## config.mk

```make
export PLATFORM = sky130hd
export DESIGN_NAME = id_remap_table_v2
export DESIGN_NICKNAME = d
export VERILOG_FILES = /design/src/rtl/id_remap_table_v2.sv
export SDC_FILE = /design/constraint.sdc
export NUM_CORES = 1
export LEC_CHECK = 0
export ABC_AREA = 0
export CAP_MARGIN = 0
export CORE_ASPECT_RATIO = 1.5
export CORE_MARGIN = 2
export CORE_UTILIZATION = 55
export DETAILED_ROUTE_END_ITERATION = 8
export PLACE_DENSITY = 0.74
export SLEW_MARGIN = 10
export SYNTH_ARGS = -nofsm -noshare
export SYNTH_HDL_FRONTEND = slang
export SYNTH_SLANG_ARGS = --single-unit
```

## constraint.sdc

```tcl
create_clock -name clk -period 7.8 [get_ports clk]
set_input_delay 1.17 -clock clk [delete_from_list [all_inputs] [get_ports clk]]
set_output_delay 1.17 -clock clk [all_outputs]
set_load 0.02 [all_outputs]
```

## src/rtl/id_remap_table_v2.sv

```systemverilog
// Remaps original IDs to unique {row, col} IDs and restores them when the response returns; one row per in-flight original ID.
// Latency: alloc grant and unique ID are combinational; the free response is registered (one cycle).
// Backpressure: alloc_ready drops when the hit row is full or no unbound row exists; frees are always accepted.
// Optional statistics outputs are enabled by defining ID_REMAP_STATS_EN.
module id_remap_table_v2 #(
  parameter int IN_ID_WIDTH  = 4,
  parameter int NUM_ROWS     = 4,
  parameter int NUM_COLS     = 4,
  parameter int OUT_ID_WIDTH = 4
) (
  input  logic                                     clk,
  input  logic                                     rst_n,
  input  logic                                     alloc_valid,
  input  logic [IN_ID_WIDTH-1:0]                   alloc_orig_id,
  output logic                                     alloc_ready,
  output logic [OUT_ID_WIDTH-1:0]                  alloc_unique_id,
  input  logic                                     free_valid,
  input  logic [OUT_ID_WIDTH-1:0]                  free_unique_id,
  output logic                                     free_rsp_valid,
  output logic [IN_ID_WIDTH-1:0]                   free_rsp_orig_id,
  output logic [$clog2(NUM_ROWS*NUM_COLS+1)-1:0]   occupancy,
  output logic                                     full,
  output logic                                     err_illegal_free
`ifdef ID_REMAP_STATS_EN
  ,
  output logic [31:0]                              stat_stall_cnt,
  output logic [$clog2(NUM_ROWS*NUM_COLS+1)-1:0]   stat_peak_occ
`endif
);

  localparam int ROW_W = $clog2(NUM_ROWS);
  localparam int COL_W = $clog2(NUM_COLS);
  localparam int OCC_W = $clog2(NUM_ROWS*NUM_COLS+1);

  // Row state: binding, bound original ID, used-slot bitmap; per-slot stored original ID.
  logic [NUM_ROWS-1:0]    bound;
  logic [IN_ID_WIDTH-1:0] row_id  [NUM_ROWS];
  logic [NUM_COLS-1:0]    bitmap  [NUM_ROWS];
  logic [IN_ID_WIDTH-1:0] slot_id [NUM_ROWS][NUM_COLS];
  logic                   ready_en;

  logic                   any_hit, any_unbound, sel_row_full;
  logic [ROW_W-1:0]       hit_row, unb_row, sel_row;
  logic [COL_W-1:0]       sel_col;
  logic [NUM_COLS-1:0]    sel_bits;
  logic                   alloc_fire;

  logic [ROW_W-1:0]       free_row;
  logic [COL_W-1:0]       free_col;
  logic                   free_legal, free_ok;
  logic [IN_ID_WIDTH-1:0] free_data;

  logic [NUM_COLS-1:0]    bitmap_nxt [NUM_ROWS];
  logic [OCC_W-1:0]       occ_nxt;

  // Row select (hit first, else lowest unbound row) and lowest free column in that row.
  always_comb begin
    any_hit      = 1'b0;
    any_unbound  = 1'b0;
    hit_row      = '0;
    unb_row      = '0;
    sel_col      = '0;
    sel_row_full = 1'b1;
    for (int r = NUM_ROWS-1; r >= 0; r--) begin
      if (bound[r] && (row_id[r] == alloc_orig_id)) begin
        any_hit = 1'b1;
        hit_row = ROW_W'(r);
      end
      if (!bound[r]) begin
        any_unbound = 1'b1;
        unb_row     = ROW_W'(r);
      end
    end
    sel_row  = any_hit ? hit_row : unb_row;
    sel_bits = bitmap[sel_row];
    for (int c = NUM_COLS-1; c >= 0; c--) begin
      if (!sel_bits[c]) begin
        sel_col      = COL_W'(c);
        sel_row_full = 1'b0;
      end
    end
  end

  // A hit on a full row stalls rather than spilling, which keeps per-ID ordering.
  assign alloc_ready     = ready_en && (any_hit ? !sel_row_full : any_unbound);
  assign alloc_unique_id = OUT_ID_WIDTH'({sel_row, sel_col});
  assign alloc_fire      = alloc_valid && alloc_ready;

  assign free_row = free_unique_id[COL_W +: ROW_W];
  assign free_col = free_unique_id[COL_W-1:0];

  // Free is legal only for an existing row whose addressed slot is in use; also fetch the stored ID.
  always_comb begin
    free_legal = 1'b0;
    free_data  = '0;
    for (int r = 0; r < NUM_ROWS; r++) begin
      for (int c = 0; c < NUM_COLS; c++) begin
        if ((free_row == ROW_W'(r)) && (free_col == COL_W'(c)) && bitmap[r][c]) begin
          free_legal = 1'b1;
          free_data  = slot_id[r][c];
        end
      end
    end
  end

  assign free_ok = free_valid && free_legal;

  // Next bitmaps and occupancy; the alloc sees the pre-free bitmap, so a freed slot is not reused this cycle.
  always_comb begin
    for (int r = 0; r < NUM_ROWS; r++) begin
      bitmap_nxt[r] = bitmap[r];
      if (free_ok && (free_row == ROW_W'(r)))
        bitmap_nxt[r] = bitmap_nxt[r] & ~(NUM_COLS'(1) << free_col);
      if (alloc_fire && (sel_row == ROW_W'(r)))
        bitmap_nxt[r] = bitmap_nxt[r] | (NUM_COLS'(1) << sel_col);
    end
    occ_nxt = occupancy;
    case ({alloc_fire, free_ok})
      2'b10:   occ_nxt = occupancy + OCC_W'(1);
      2'b01:   occ_nxt = occupancy - OCC_W'(1);
      default: occ_nxt = occupancy;
    endcase
  end

  // Control state: bitmaps, row bindings, occupancy, registered free response, sticky error.
  always_ff @(posedge clk or negedge rst_n) begin
    if (!rst_n) begin
      ready_en         <= 1'b0;
      bound            <= '0;
      occupancy        <= '0;
      free_rsp_valid   <= 1'b0;
      free_rsp_orig_id <= '0;
      err_illegal_free <= 1'b0;
      for (int r = 0; r < NUM_ROWS; r++) begin
        bitmap[r] <= '0;
        row_id[r] <= '0;
      end
    end else begin
      ready_en  <= 1'b1;
      occupancy <= occ_nxt;
      for (int r = 0; r < NUM_ROWS; r++) begin
        bitmap[r] <= bitmap_nxt[r];
        bound[r]  <= |bitmap_nxt[r];
      end
      if (alloc_fire && !any_hit)
        row_id[sel_row] <= alloc_orig_id;
      free_rsp_valid <= free_ok;
      if (free_ok)
        free_rsp_orig_id <= free_data;
      if (free_valid && !free_legal)
        err_illegal_free <= 1'b1;
    end
  end

  // Slot payload storage; stale contents are harmless because the bitmap gates every read.
  always_ff @(posedge clk) begin
    if (alloc_fire)
      slot_id[sel_row][sel_col] <= alloc_orig_id;
  end

  assign full = (occupancy == OCC_W'(NUM_ROWS*NUM_COLS));

`ifdef ID_REMAP_STATS_EN
  // Saturating stall counter and peak-occupancy tracker.
  always_ff @(posedge clk or negedge rst_n) begin
    if (!rst_n) begin
      stat_stall_cnt <= '0;
      stat_peak_occ  <= '0;
    end else begin
      if (alloc_valid && !alloc_ready && !(&stat_stall_cnt))
        stat_stall_cnt <= stat_stall_cnt + 32'd1;
      if (occ_nxt > stat_peak_occ)
        stat_peak_occ <= occ_nxt;
    end
  end
`endif

endmodule
```

==> impl_metrics.json, run 1 <==
{
  "utilization_pct": 62.1,
  "finClkSkew_ns": 0.00971,
  "synth-seq-area-share_pct": 55.4,
  "worstSkewPairLatency_ns": 0.35,
  "die_area_mm2": 0.0111,
  "syn_area_per_cell_um2": 12.3,
  "arrival_ns": 4.85,
  "whs_path_depth": 1,
  "grt_pass1_wl_um": 23300,
  "htreeDepth": 3,
  "p_leak_nw": 2.37,
  "dp_hpwl_um": 11100,
  "hold_path.class": "flip-flop to flip-flop",
  "max_freq_ghz": 0.166,
  "port_buffers": 28,
  "die_y_um": 128,
  "p_per_area_mw_per_mm2": 386,
  "fin_cells": 607,
  "period_needed_ns": 6.02,
  "cpPeakStageDelay_ns": 0.88,
  "top_level_ports": 29,
  "dpl_worst_slack_ns": 1.79,
  "grt_overflow": 0,
  "drc": 0,
  "firstDrtPassIters": 5,
  "min-delay-start": "err_illegal_free",
  "fin_ws_ns": 1.78,
  "num_rows": 45,
  "drv_slew": 0,
  "synth-seq-cells": 112,
  "numCtsBuffers": 9,
  "viasPerCell": 6.68,
  "r2r-end": "occupancy[4]",
  "synth_edf_count": 64,
  "initial_core_util_pct": 55.9,
  "dp.cells": 591,
  "whs_endpoint": "err_illegal_free",
  "wl_per_cell_um": 25.0,
  "cts_root_buf": "clkbuf_16",
  "cts_sinks": 112,
  "yosysWarnings": 0,
  "worst-path-buf-inv": 2,
  "syn-cell-area_mm2": 0.00564,
  "syn2layout_area_growth_pct": 11.1,
  "synth_cell_types": 83,
  "cts_tree": "built",
  "worstSetupPathType": "primary input to primary output",
  "worst_slew_pin_slew_ns": 0.989,
  "fin_tns_setup_ns": 0,
  "die_w_um": 86.7,
  "vias": 4057,
  "grt_antenna_before_repair": 0,
  "hold_viol_final": 0,
  "required_ns": 6.63,
  "gp_congestion": 0.943,
  "core_mm2": 0.0101,
  "crit_family": "buffers and inverters",
  "async_flop_share_pct": 42.9,
  "nNetsFinal": 502,
  "rr_worst_depth": 12,
  "status": "finished, final reports clean",
  "grt_usage_pct": 28.5,
  "synthCells": 460,
  "wirelength_um": 15200,
  "rsz0062_at_grt": "false",
  "crit_chain": "clkdlybuf4s50_1, xor2_1, nor3_2, and4_1, nor3_1, a32oi_2, and2_1, nor2_1, nor2_1, clkdlybuf4s50_1",
  "postCtsHoldBufs": 0,
  "post_cts_resized": 0,
  "cp_slowest_cell": "clkdlybuf4s50_1",
  "grt_max_degree": 28,
  "cts_setup_buffers": 0,
  "startpoint_type": "primary input",
  "finalCritPeriodShare_pct": 77.2,
  "maxCapViolations": 0,
  "synthFlopType": "edfxtp_1",
  "timing.hold.ws_ns": 0.480,
  "clock_path_buffers": 2,
  "peakVddDrop_v": 0.000265,
  "synth_nets": 477,
  "reg2reg_from": "bitmap[5]",
  "finalSetupViolCount": 0,
  "antenna_left": 0,
  "reg2reg_slack_ns": 3.70,
  "layout-drive-gt1-share_pct": 13.1,
  "grt_pass1_vias": 4132,
  "endpoint_kind": "primary output",
  "max_slew_margin_pct": 33.6,
  "drtIter0Drc": 317,
  "path_max_fanout": 24,
  "antenna_cells": 0,
  "clk_pin_slew_ns": 0.08
}
-- final cells by class --
type                            count  area, um^2
Clock buffer                       10         239
Clock inverter                      6        76.3
Fill cell                         796        3810
Inverter                           14        52.6
Multi-Input combinational cell    319        2340
Sequential cell                   112        3120
Tap cell                          117         146
Timing Repair Buffer               29         283
-- how the worst max path moves through the flow --
stage                           startpoint                 end  slack (ns)  cells after the start
after floorplan           alloc_orig_id[0]        occupancy[4]        3.31                     15
after global placement    alloc_orig_id[1]  alloc_unique_id[0]        1.81                     10
after detailed placement  alloc_orig_id[1]  alloc_unique_id[0]        1.79                     10
after CTS                 alloc_orig_id[1]  alloc_unique_id[0]        1.78                     10
after global routing      alloc_orig_id[0]  alloc_unique_id[1]        1.57                      9
final                     alloc_orig_id[1]  alloc_unique_id[0]        1.78                     10
-- logic make-up (layout without fill, tap and decap cells) --
family / Yosys count / in the layout / synth area share [%]
other: 1 / 1 / 0.0665
adders and majority gates: 5 / 5 / 1.24
xor gates and xnor gates: 20 / 20 / 3.11
buffers and inverters: 29 / 59 / 3.02
muxes: 30 / 30 / 5.97
and+or+nand+nor: 154 / 154 / 15.4
AOI/OAI and AO/OA: 109 / 109 / 15.8
DFF: 112 / 112 / 55.4
-- state kept, by name, indices dropped and copies added (netlist names) --
name and flops:
free_rsp_orig_id 4, occupancy 5, ready_en 1, bitmap 16, free_rsp_valid 1, bound 4
row_id 16, err_illegal_free 1, slot_id 64
-- through the flow --
step	instance area (um^2)	power (mW)
2_1_floorplan	5640	1.58
3_3_place_gp	5950	1.91
3_5_place_dp	5950	1.93
4_1_cts	6260	2.41
5_1_grt	6260	2.53
6_report	6260	2.42
-- cell usage in the layout, fill, tap and decap left out, types with 4 or more instances in the layout --
master | netlist | layout
nor2b_1 | 7 | 7
clkdlybuf4s50_1 | 0 | 27
edfxtp_1 | 64 | 64
nor2_1 | 18 | 18
nor3_1 | 8 | 8
o22ai_1 | 4 | 4
nand2_1 | 45 | 45
nand4_1 | 10 | 10
a22oi_1 | 12 | 12
and2_1 | 11 | 11
a211oi_1 | 4 | 4
o21ai_0 | 11 | 11
clkbuf_16 | 0 | 9
a21o_1 | 5 | 5
o21ai_1 | 9 | 9
o31ai_1 | 8 | 8
inv_1 | 13 | 13
mux2i_1 | 10 | 10
ha_1 | 4 | 4
nand3_1 | 7 | 7
xnor2_1 | 11 | 11
a32oi_1 | 7 | 7
dfrtp_1 | 48 | 48
a31oi_1 | 4 | 4
mux2_2 | 18 | 18
xor2_1 | 9 | 9
and3_1 | 13 | 13
a21oi_1 | 8 | 8
nand2b_1 | 8 | 8
a221oi_1 | 4 | 4
-- where the power goes --
part | switching, mW | total [mW] | internal, mW
Clock | 0.218 | 0.481 | 0.263
Combinational | 0.611 | 1.02 | 0.413
Sequential | 0.153 | 0.912 | 0.759
-- metal layers --
metal,global-route usage [%],routed length (um)
met5,0,0
met4,13.9,675
met3,5.02,758
met2,51.4,8280
met1,32.0,5460
-- Yosys cell counts, types with 2 or more instances --
library cell / instances / area share (%)
o31ai_1: 8 / 1.1
a41oi_1: 2 / 0.31
o22ai_1: 4 / 0.44
buf_2: 3 / 0.27
or2_1: 2 / 0.22
a22oi_1: 12 / 1.6
nand3_1: 7 / 0.62
a32oi_1: 7 / 1.1
mux2i_1: 10 / 1.8
and2_1: 11 / 1.2
a31oi_1: 4 / 0.44
ha_1: 4 / 0.89
buf_4: 3 / 0.40
nor2_2: 3 / 0.33
o221ai_1: 3 / 0.47
xnor2_1: 11 / 1.7
dfrtp_1: 48 / 21
xor2_1: 9 / 1.4
and3b_1: 2 / 0.31
a21oi_1: 8 / 0.71
a221oi_1: 4 / 0.62
nor2_1: 18 / 1.2
nand2_1: 45 / 3.0
edfxtp_1: 64 / 34
nor3_1: 8 / 0.71
clkbuf_1: 2 / 0.13
inv_1: 13 / 0.87
a222oi_1: 2 / 0.36
nor3_2: 2 / 0.36
o311a_1: 2 / 0.36
o21ai_0: 11 / 0.98
nand4_1: 10 / 1.1
nor2b_1: 7 / 0.78
a211oi_1: 4 / 0.53
buf_6: 6 / 1.2
nand3b_1: 2 / 0.27
a21o_1: 5 / 0.67
o211ai_1: 3 / 0.40
nor4_1: 2 / 0.22
nand3_2: 2 / 0.36
and3_1: 13 / 1.4
nand2b_1: 8 / 0.89
mux2_2: 18 / 3.6
o21ai_1: 9 / 0.80
Power figures use the tool's default switching activity.
==> run 2, diff against run 1 <==
--- a/config.mk
+++ b/config.mk
@@ -9,9 +9,9 @@
 export CAP_MARGIN = 0
 export CORE_ASPECT_RATIO = 1.5
 export CORE_MARGIN = 2
-export CORE_UTILIZATION = 55
+export CORE_UTILIZATION = 54
 export DETAILED_ROUTE_END_ITERATION = 8
-export PLACE_DENSITY = 0.74
+export PLACE_DENSITY = 0.76
 export SLEW_MARGIN = 10
 export SYNTH_ARGS = -nofsm -noshare
 export SYNTH_HDL_FRONTEND = slang
==> constraint.sdc (replaced) <==
create_clock -name clk -period 5.35 [get_ports clk]
set_input_delay 0.8025 -clock clk [delete_from_list [all_inputs] [get_ports clk]]
set_output_delay 0.8025 -clock clk [all_outputs]
set_load 0.02 [all_outputs]
==> impl_metrics.json, run 2 (same netlist as run 1, synthesis figures left out) <==
{
  "status": "finished, final reports clean",
  "crit_path_start": "alloc_orig_id[1]",
  "worstSetupPathType": "primary input to primary output",
  "rsz0062_at_grt": "false",
  "regMostFlops": "slot_id",
  "intPower_mw": 2.12,
  "vias": 4052,
  "maxCapViolations": 0,
  "drv_slew": 0,
  "dp_hpwl_um": 10100,
  "reg2reg_slack_ns": 1.57,
  "antenna_left": 0,
  "pwr-share-comb_pct": 42.2,
  "initial_core_util_pct": 55.6,
  "rr_worst_depth": 14,
  "clkPwrFrac_pct": 20.3,
  "period_needed_ns": 4.75,
  "finClkSkew_ns": 0.00686,
  "whs_endpoint": "err_illegal_free",
  "worstSkewPairLatency_ns": 0.35,
  "wirelength_um": 13800,
  "finalSetupViolCount": 0,
  "layout_commonest_cell": "edfxtp_1",
  "path_max_fanout": 9,
  "cts_setup_buffers": 0,
  "seqPwrFrac_pct": 37.5,
  "swShare_pct": 39.4,
  "required_ns": 4.55,
  "startpoint_type": "primary input",
  "hold_viol_final": 0,
  "grt_usage_pct": 25.8,
  "cts_tree": "built",
  "cts_root_buf": "clkbuf_16",
  "arrival_ns": 3.95,
  "drc": 0,
  "multiInputGateArea_mm2": 0.00234,
  "firstDrtPassIters": 5,
  "endpoint_kind": "primary output",
  "grt_antenna_before_repair": 0,
  "top_level_ports": 29,
  "p_total_mw": 3.50,
  "layout-drive-gt1-share_pct": 13.5,
  "gp_congestion": 0.959,
  "htreeDepth": 3,
  "finalCritPeriodShare_pct": 88.9,
  "drtIter0Drc": 387,
  "num_rows": 45,
  "clk_pin_slew_ns": 0.07,
  "power_switching_mw": 1.38,
  "p_per_area_mw_per_mm2": 556,
  "min-delay-start": "err_illegal_free",
  "timing.hold.ws_ns": 0.474,
  "grt_max_degree": 49,
  "antenna_cells": 0,
  "cts_sinks": 112,
  "seqCellArea_mm2": 0.00312,
  "port_buffers": 28,
  "clock_path_buffers": 2,
  "die_area_mm2": 0.0113,
  "hold_path.class": "flip-flop to flip-flop",
  "syn2layout_area_growth_pct": 11.8,
  "wl_per_cell_um": 22.6,
  "fillers": 812,
  "reg2reg_from": "row_id[13]",
  "worst_slew_pin_slew_ns": 0.826,
  "r2r-end": "occupancy[4]",
  "grt_overflow": 0,
  "die_y_um": 129,
  "peakVddDrop_v": 0.000306,
  "largest_register_ff_count": 64,
  "postCtsHoldBufs": 0,
  "utilization_pct": 62.2,
  "nNetsFinal": 508,
  "grt_pass1_vias": 4110,
  "viasPerCell": 6.62,
  "max_freq_ghz": 0.210,
  "die_w_um": 87.4,
  "reg_top3": "slot_id: 64 flops, bitmap: 16 flops, row_id: 16 flops",
  "final_cell_mix": "64 x edfxtp_1, 48 x dfrtp_1, 45 x nand2_1, 27 x clkdlybuf4s50_1",
  "p_leak_nw": 2.40,
  "numCtsBuffers": 9,
  "whs_path_depth": 1,
  "core_mm2": 0.0101,
  "fin_tns_setup_ns": 0,
  "grt_pass1_wl_um": 21900,
  "max_slew_margin_pct": 44.5,
  "post_cts_resized": 0
}
[run 2: cell types whose count changed in the layout (fill, tap and decap cells not counted)]
cell / change
buf_4: +6
bufinv_16: +1
clkbuf_1: +1
clkbuf_8: -1
clkinv_1: +1
clkinv_2: -1
clkinv_8: -1
clkinvlp_4: -1
[run 2: per-layer routing]
metal | track usage, % | share of wire [%] | up-vias
li1 | - | - | 1821
met1 | 30.9 | 38 | 1961
met2 | 43.2 | 51 | 213
met3 | 4.90 | 6.1 | 57
met4 | 14.8 | 5.4 | 0
met5 | 0 | 0 | -
[run 2: per-stage QoR]
stage / worst slack, ns / area (um^2) / instances
2_1_floorplan: 1.23 / 5640 / 460
3_3_place_gp: 0.524 / 5990 / 597
3_5_place_dp: 0.428 / 5990 / 597
4_1_cts: 0.559 / 6300 / 612
5_1_grt: 0.429 / 6300 / 612
6_report: 0.596 / 6300 / 612
[run 2: power groups by stage]
stage	logic, mW	registers (mW)	clock network [mW]
floorplan	1.02	1.29	0
global placement	1.44	1.32	0
detailed placement	1.46	1.32	0
CTS	1.47	1.31	0.720
global route	1.59	1.33	0.758
finish	1.48	1.31	0.711
[run 2: worst max-delay path by stage]
stage,to,slack (ns),cells past startpoint
CTS,alloc_unique_id[1],0.56,9
global route,alloc_unique_id[0],0.43,10
finish,alloc_ready,0.60,9
detailed placement,occupancy[4],0.43,15
global placement,occupancy[4],0.52,15
floorplan,occupancy[4],1.23,15
[run 2: cell type report]
cell class              instances  share of cell area [%]
repair buffers                 35                    5.20
well taps                     117                    2.32
inverters                      14                   0.834
clock inverters                 5                    1.29
clock buffers                  10                    3.63
multi-input cells             319                    37.2
flip-flops and latches        112                    49.5
[run 2: critical path, stage by stage]
cell	delay (ns)
clkdlybuf4s50_1	0.59
xor2_1	0.25
nor3_2	0.29
and4_1	0.48
a2111oi_2	0.11
a311oi_2	0.40
a22oi_4	0.18
a31oi_1	0.21
clkdlybuf4s50_1	0.64
